===== src/rtl/pipe_elastic_buf.sv =====
// Elastic buffer between two pipeline stages: DEPTH-entry in-order store with
// valid/ready on both sides, synchronous flush and optional empty-buffer bypass.
module pipe_elastic_buf #(
  parameter int unsigned WIDTH    = 64,
  parameter int unsigned DEPTH    = 2,
  parameter bit          PASSTHRU = 1'b0,
  parameter int unsigned CW       = $clog2(DEPTH + 1)
) (
  input  logic             clk,
  input  logic             reset,
  input  logic             flush,
  input  logic             in_valid,
  output logic             in_ready,
  input  logic [WIDTH-1:0] in_data,
  output logic             out_valid,
  input  logic             out_ready,
  output logic [WIDTH-1:0] out_data,
  output logic [CW-1:0]    count
);

  localparam int unsigned PW = (DEPTH > 1) ? $clog2(DEPTH) : 1;
  localparam logic [PW-1:0] LAST = PW'(DEPTH - 1);
  localparam logic [CW-1:0] FULL = CW'(DEPTH);

  logic [WIDTH-1:0] mem [DEPTH];
  logic [PW-1:0]    rd_ptr;
  logic [PW-1:0]    wr_ptr;
  logic             empty;
  logic             push;
  logic             pop;
  logic             bypass;
  logic             push_st;
  logic             pop_st;

  function automatic logic [PW-1:0] adv(input logic [PW-1:0] p);
    return (p == LAST) ? '0 : p + 1'b1;
  endfunction

  assign empty    = (count == '0);
  assign in_ready = !reset && !flush && (count != FULL);

  // out_valid also gated by reset so a bypass-mode pop can never fire without a push
  always_comb begin
    out_valid = 1'b0;
    out_data  = mem[rd_ptr];
    if (PASSTHRU) begin
      out_valid = (!empty || in_valid) && !flush && !reset;
      out_data  = !empty ? mem[rd_ptr] : in_data;
    end else begin
      out_valid = !empty && !flush && !reset;
    end
  end

  assign push    = in_valid && in_ready;
  assign pop     = out_valid && out_ready;
  assign bypass  = PASSTHRU && empty && push && pop;
  assign push_st = push && !bypass;
  assign pop_st  = pop && !bypass;

  always_ff @(posedge clk or posedge reset) begin
    if (reset) begin
      rd_ptr <= '0;
      wr_ptr <= '0;
      count  <= '0;
    end else if (flush) begin
      rd_ptr <= '0;
      wr_ptr <= '0;
      count  <= '0;
    end else begin
      if (push_st) wr_ptr <= adv(wr_ptr);
      if (pop_st)  rd_ptr <= adv(rd_ptr);
      if (push_st && !pop_st)      count <= count + 1'b1;
      else if (!push_st && pop_st) count <= count - 1'b1;
    end
  end

  always_ff @(posedge clk) begin
    if (push_st) mem[wr_ptr] <= in_data;
  end

endmodule


===== config.mk =====
export PLATFORM = sky130hd
export DESIGN_NAME = pipe_elastic_buf
export DESIGN_NICKNAME = d
export VERILOG_FILES = /design/src/rtl/pipe_elastic_buf.sv
export SDC_FILE = /design/constraint.sdc
export NUM_CORES = 1
export LEC_CHECK = 0
export ABC_AREA = 1
export BUFFER_PORTS_ARGS = -buffer_cell sky130_fd_sc_hd__buf_2
export CORE_ASPECT_RATIO = 0.7
export CORE_MARGIN = 2
export CORE_UTILIZATION = 47
export CTS_CLUSTER_DIAMETER = 60
export DETAILED_ROUTE_END_ITERATION = 10
export GPL_TIMING_DRIVEN = 0
export PLACE_DENSITY_LB_ADDON = 0.08
export SYNTH_ARGS = -nofsm -noshare
export SYNTH_HDL_FRONTEND = slang
export SYNTH_SLANG_ARGS = --single-unit

===== constraint.sdc =====
create_clock -name clk -period 3.9 [get_ports clk]
set_clock_uncertainty 0.15 [all_clocks]
set_input_delay 0.78 -clock clk [delete_from_list [all_inputs] [get_ports clk]]
set_output_delay 0.78 -clock clk [all_outputs]
set_load 0.02 [all_outputs]

# == After elaboration in Yosys (flattened, before gate mapping) ==
# Memory sizes are Yosys's and may differ from the RTL's.
# Index checks and enable logic that the tools add are counted.
# totals
ram_bits,128
mem_count,1
ff_bits,4
output_inout_bits,68
in_bits,69
# mem_list
name,words,word_bits,read_ports,rd_clocked_by_memory_dff,write_ports,line_no,source
mem,2,64,1,0,1,25,logic [WIDTH-1:0] mem [DEPTH];
# classes
addsub,4
n_eq_ne,1
n_reduce_logical,17
mux,11
# ops
op,n
logical AND 1 bit,8
two-way mux 1 bit,8
two-way mux 2 bit,3
logical NOT 1 bit,5
nonzero test 2 bit,2
nonzero test 3 bit,1
adder 1 bit (second input constant),2
adder 2 x 1 -> 2 bit (second input constant),1
logical NOT 2 bit,1
!= test 2 bit (second input constant),1
subtractor 2 x 1 -> 2 bit (second input constant),1

# == Logic depth before layout (Yosys ltp) ==
# logic_depth
word_depth,9
mapped_depth,8
mapped_depth_nobuf,8

# == Worst setup path before layout ==
# OpenSTA, ideal clock, no wires.
# synth_path
kind,input port to flip-flop
start,input port flush
end,"memory mem[1][0], enable pin"
arrival_ns,3.774
setup_time_ns,0.488
t_required_ns,3.262
setup_slack_ns,-0.512
path_stages,3
cell_sequence,nor2_4 nand3_1 nor2_1
# synth_via
elab_chain_len,6
# synth_lines
item,line_no,source
start: declaration,11,"input logic flush,"
logical NOT 1 bit,40,assign in_ready = !reset && !flush && (count != FULL);
logical AND 1 bit (2 in series),40,
logical AND 1 bit,54,assign push = in_valid && in_ready;
two-way mux 1 bit,78,if (push_st) mem[wr_ptr] <= in_data;
two-way mux 1 bit (not written as such),78,
end: declaration,25,
# No other way between the ends.

# == Final worst setup path ==
# layout_path
start,register rd_ptr
end,output port out_data[17]
# layout_via
elab_chain_len,1
# layout_lines
item,line_no,source
start: declaration,26,logic [PW-1:0] rd_ptr;
start signal: assignment,71,if (pop_st) rd_ptr <= adv(rd_ptr);
memory read (2 x 64 bit),n/a,
end: declaration,17,"output logic [WIDTH-1:0] out_data,"
# No other way between the ends.

==> results.sh <==
export IMPL_syn_avg_cell_area_um2=13.06
export IMPL_initial_core_util=0.4789
export IMPL_row_count=31
export IMPL_synth_compound_area_frac=0.003050
export IMPL_nNetsFinal=605
export IMPL_syn_area_um2=4922
export IMPL_p_clk_frac=0.460
export IMPL_antenna_found_initial=0
export IMPL_required_ns=2.97
export IMPL_regArea_um2=3944
export IMPL_drc=0
export IMPL_grt_use_total=0.1770
export IMPL_outcome="finished clean"
export IMPL_cts_resized_gates=0
export IMPL_clock_sinks=132
export IMPL_setup_viol=0
export IMPL_dp_hpwl_um=6578
export IMPL_intPower_mw=2.927
export IMPL_endpoint_kind="primary output"
export IMPL_viasPerCell=4.704
export IMPL_die_x_um=126.3
export IMPL_fillers=794
export IMPL_rsz0062_at_grt="no"
export IMPL_hold_class="primary input to asynchronous set/reset pin"
export IMPL_ctsHoldBuffers=0
export IMPL_grt_overflow=0
export IMPL_finalHoldViolCount=0
export IMPL_io_buffers=136
export IMPL_cts_tree="built"
export IMPL_drive_above_1_share=0.3431
export IMPL_p_comb_frac=0.106
export IMPL_drt_iter0_drc=170
export IMPL_cts_path_max_buffers=2
export IMPL_crit_path_max_fanout=10
export IMPL_hold_slack_ns=0.1436
export IMPL_cts_setup_buffers=0
export IMPL_layout_min_cycle_time_ns=2.624
export IMPL_max_cap_violations=0
export IMPL_switching_share=0.2213
export IMPL_crit_path_start_kind="register"
export IMPL_clk_latency_ns=0.40
export IMPL_rrSetupSlack_ns=1.59
export IMPL_fmax_ghz=0.3812
export IMPL_pre_cts_ws_ns=1.031
export IMPL_route_vias_total=3199
export IMPL_synthMuxAreaShare=0
export IMPL_io_pins=137
export IMPL_drv_slew=0
export IMPL_worst_slack_ns=1.276
export IMPL_grt_pass1_vias=3041
export IMPL_synth_distinct_cells=16
export IMPL_synth_adder_area_share=0
export IMPL_synth_cells=377
export IMPL_ys_ff_latch=132
export IMPL_ant_nets=0
export IMPL_leakage_nw=2.809
export IMPL_worst_ep_arrival_time_ns=1.69
export IMPL_cts_root_buffer="clkbuf_16"
export IMPL_grt_pass1_wl_um=14940
export IMPL_tightestPinTransition_ns=0.6620
export IMPL_ys_warn_count=0
export IMPL_relSlewSlack=0.5576
export IMPL_die_h_um=89.62
export IMPL_p_seq_frac=0.434
export IMPL_synth_nets=446
export IMPL_synth_top_family_by_area="simple AND/OR/NAND/NOR gates"
export IMPL_drt_pass1_iter_count=5
export IMPL_synth_simple_gate_area_frac=0.1736
export IMPL_yosysSeqAreaShare=0.8012
export IMPL_wl_um=9940
export IMPL_numCtsBuffers=17
export IMPL_grt_max_degree=32
export IMPL_area_growth_synth_to_final_pct=32.31
export IMPL_peakVddDrop_uv=386.5
export IMPL_drt_wirelength_per_cell_um=14.62
export IMPL_mostFrequentLayoutCell="nand2_1"
export IMPL_mostFrequentLayoutCells="201 x nand2_1, 148 x buf_2, 128 x edfxtp_1, 17 x clkbuf_16, 9 x inv_1"
export IMPL_core_area_um2=10280
export IMPL_power_density_nw_per_um2=577.1
export IMPL_antenna_cells=0
export IMPL_multiInputGateArea_um2=884.6
export IMPL_switchingPower_uw=831.8
export IMPL_synth_xor_area_frac=0
export IMPL_die_area_um2=11320
export IMPL_path_clk_slew_ns=0.06
export IMPL_gp_congestion=0.7348
export IMPL_period_share=0.6727
export IMPL_finalSetupTns_ns=0
export IMPL_htreeDepth=4
export IMPL_crit_type="register to primary output"
-- layer usage --
| layer | vias up | GRT usage | wire length, µm |
|---|---|---|---|
| li1 | 1585 | - | - |
| met1 | 1491 | 0.2246 | 4396 |
| met2 | 115 | 0.2884 | 4714 |
| met3 | 8 | 0.06576 | 746 |
| met4 | 0 | 0.06094 | 82 |
| met5 | - | 0 | 0 |
-- cell usage after synthesis --
cell	n	area, µm²
dfrtp_1	4	100.1
nand2_1	201	754.5
nand3_2	1	10.01
edfxtp_1	128	3844
o21ai_0	2	10.01
inv_1	9	33.78
inv_2	1	3.750
nand2_2	4	25.02
buf_2	12	60.06
clkbuf_1	2	7.510
nor2_4	2	22.52
clkinv_1	1	3.750
nand3_1	3	15.01
nor2_1	4	15.01
a21oi_1	1	5.000
nand4_1	2	12.51
-- state kept, by name, summed over array words and instances, names as in the netlist --
register / count
wr_ptr: 1
rd_ptr: 1
count: 2
mem: 128
-- area by class of cell --
type / count / area share
well taps: 132 / 0.02536
plain buffers: 14 / 0.01037
flip-flops and latches: 132 / 0.6056
repair buffers: 140 / 0.1180
clock inverters: 13 / 0.03266
clock buffers: 18 / 0.06590
multi-input cells: 220 / 0.1358
inverters: 11 / 0.006340
-- worst paths after layout --
| path | from | cells after the start | endpoint |
|---|---|---|---|
| min in group clk | in_data[56] | 1 | mem[0][56]$_DFFE_PP_ |
| min reg2reg | count[1]$_DFFE_PP0P_ | 2 | count[1]$_DFFE_PP0P_ |
| max | rd_ptr$_DFFE_PP0P_ | 6 | out_data[17] |
| max in group asynchronous | reset | 2 | count[0]$_DFFE_PP0P_ |
| max reg2reg | count[0]$_DFFE_PP0P_ | 6 | mem[0][5]$_DFFE_PP_ |
| min | reset | 2 | wr_ptr$_DFFE_PP0P_ |
-- per-stage QoR --
stage	power [mW]	util	instances	instance area [µm²]
after floorplan	1.894	-	377	4927
after global placement	2.044	0.5617	645	5773
after detailed placement	2.063	0.5712	649	5871
after CTS	3.791	0.6336	680	6513
after global routing	3.886	0.6336	680	6513
final	3.759	0.6336	680	6513
-- cell families after synthesis --
kind of cell	Yosys count
AO/OA/AOI/OAI	3
buffers and inverters	25
flip-flops	132
AND/OR/NAND/NOR	217
-- worst max-delay path, cell delays in order (launching register included) --
cell and delay [ns]:
dfrtp_1 0.37, inv_1 0.10, buf_2 0.23, buf_2 0.27, nand2_1 0.09, nand2_1 0.08, buf_2 0.16
-- power groups by stage --
stage | Clock (mW) | Sequential [mW] | Combinational [mW]
4_1_cts | 1.75 | 1.63 | 0.405
2_1_floorplan | 0 | 1.67 | 0.226
5_1_grt | 1.81 | 1.63 | 0.440
6_report | 1.73 | 1.63 | 0.399
3_5_place_dp | 0 | 1.66 | 0.403
3_3_place_gp | 0 | 1.66 | 0.381
(Power assumes the default switching activity.)
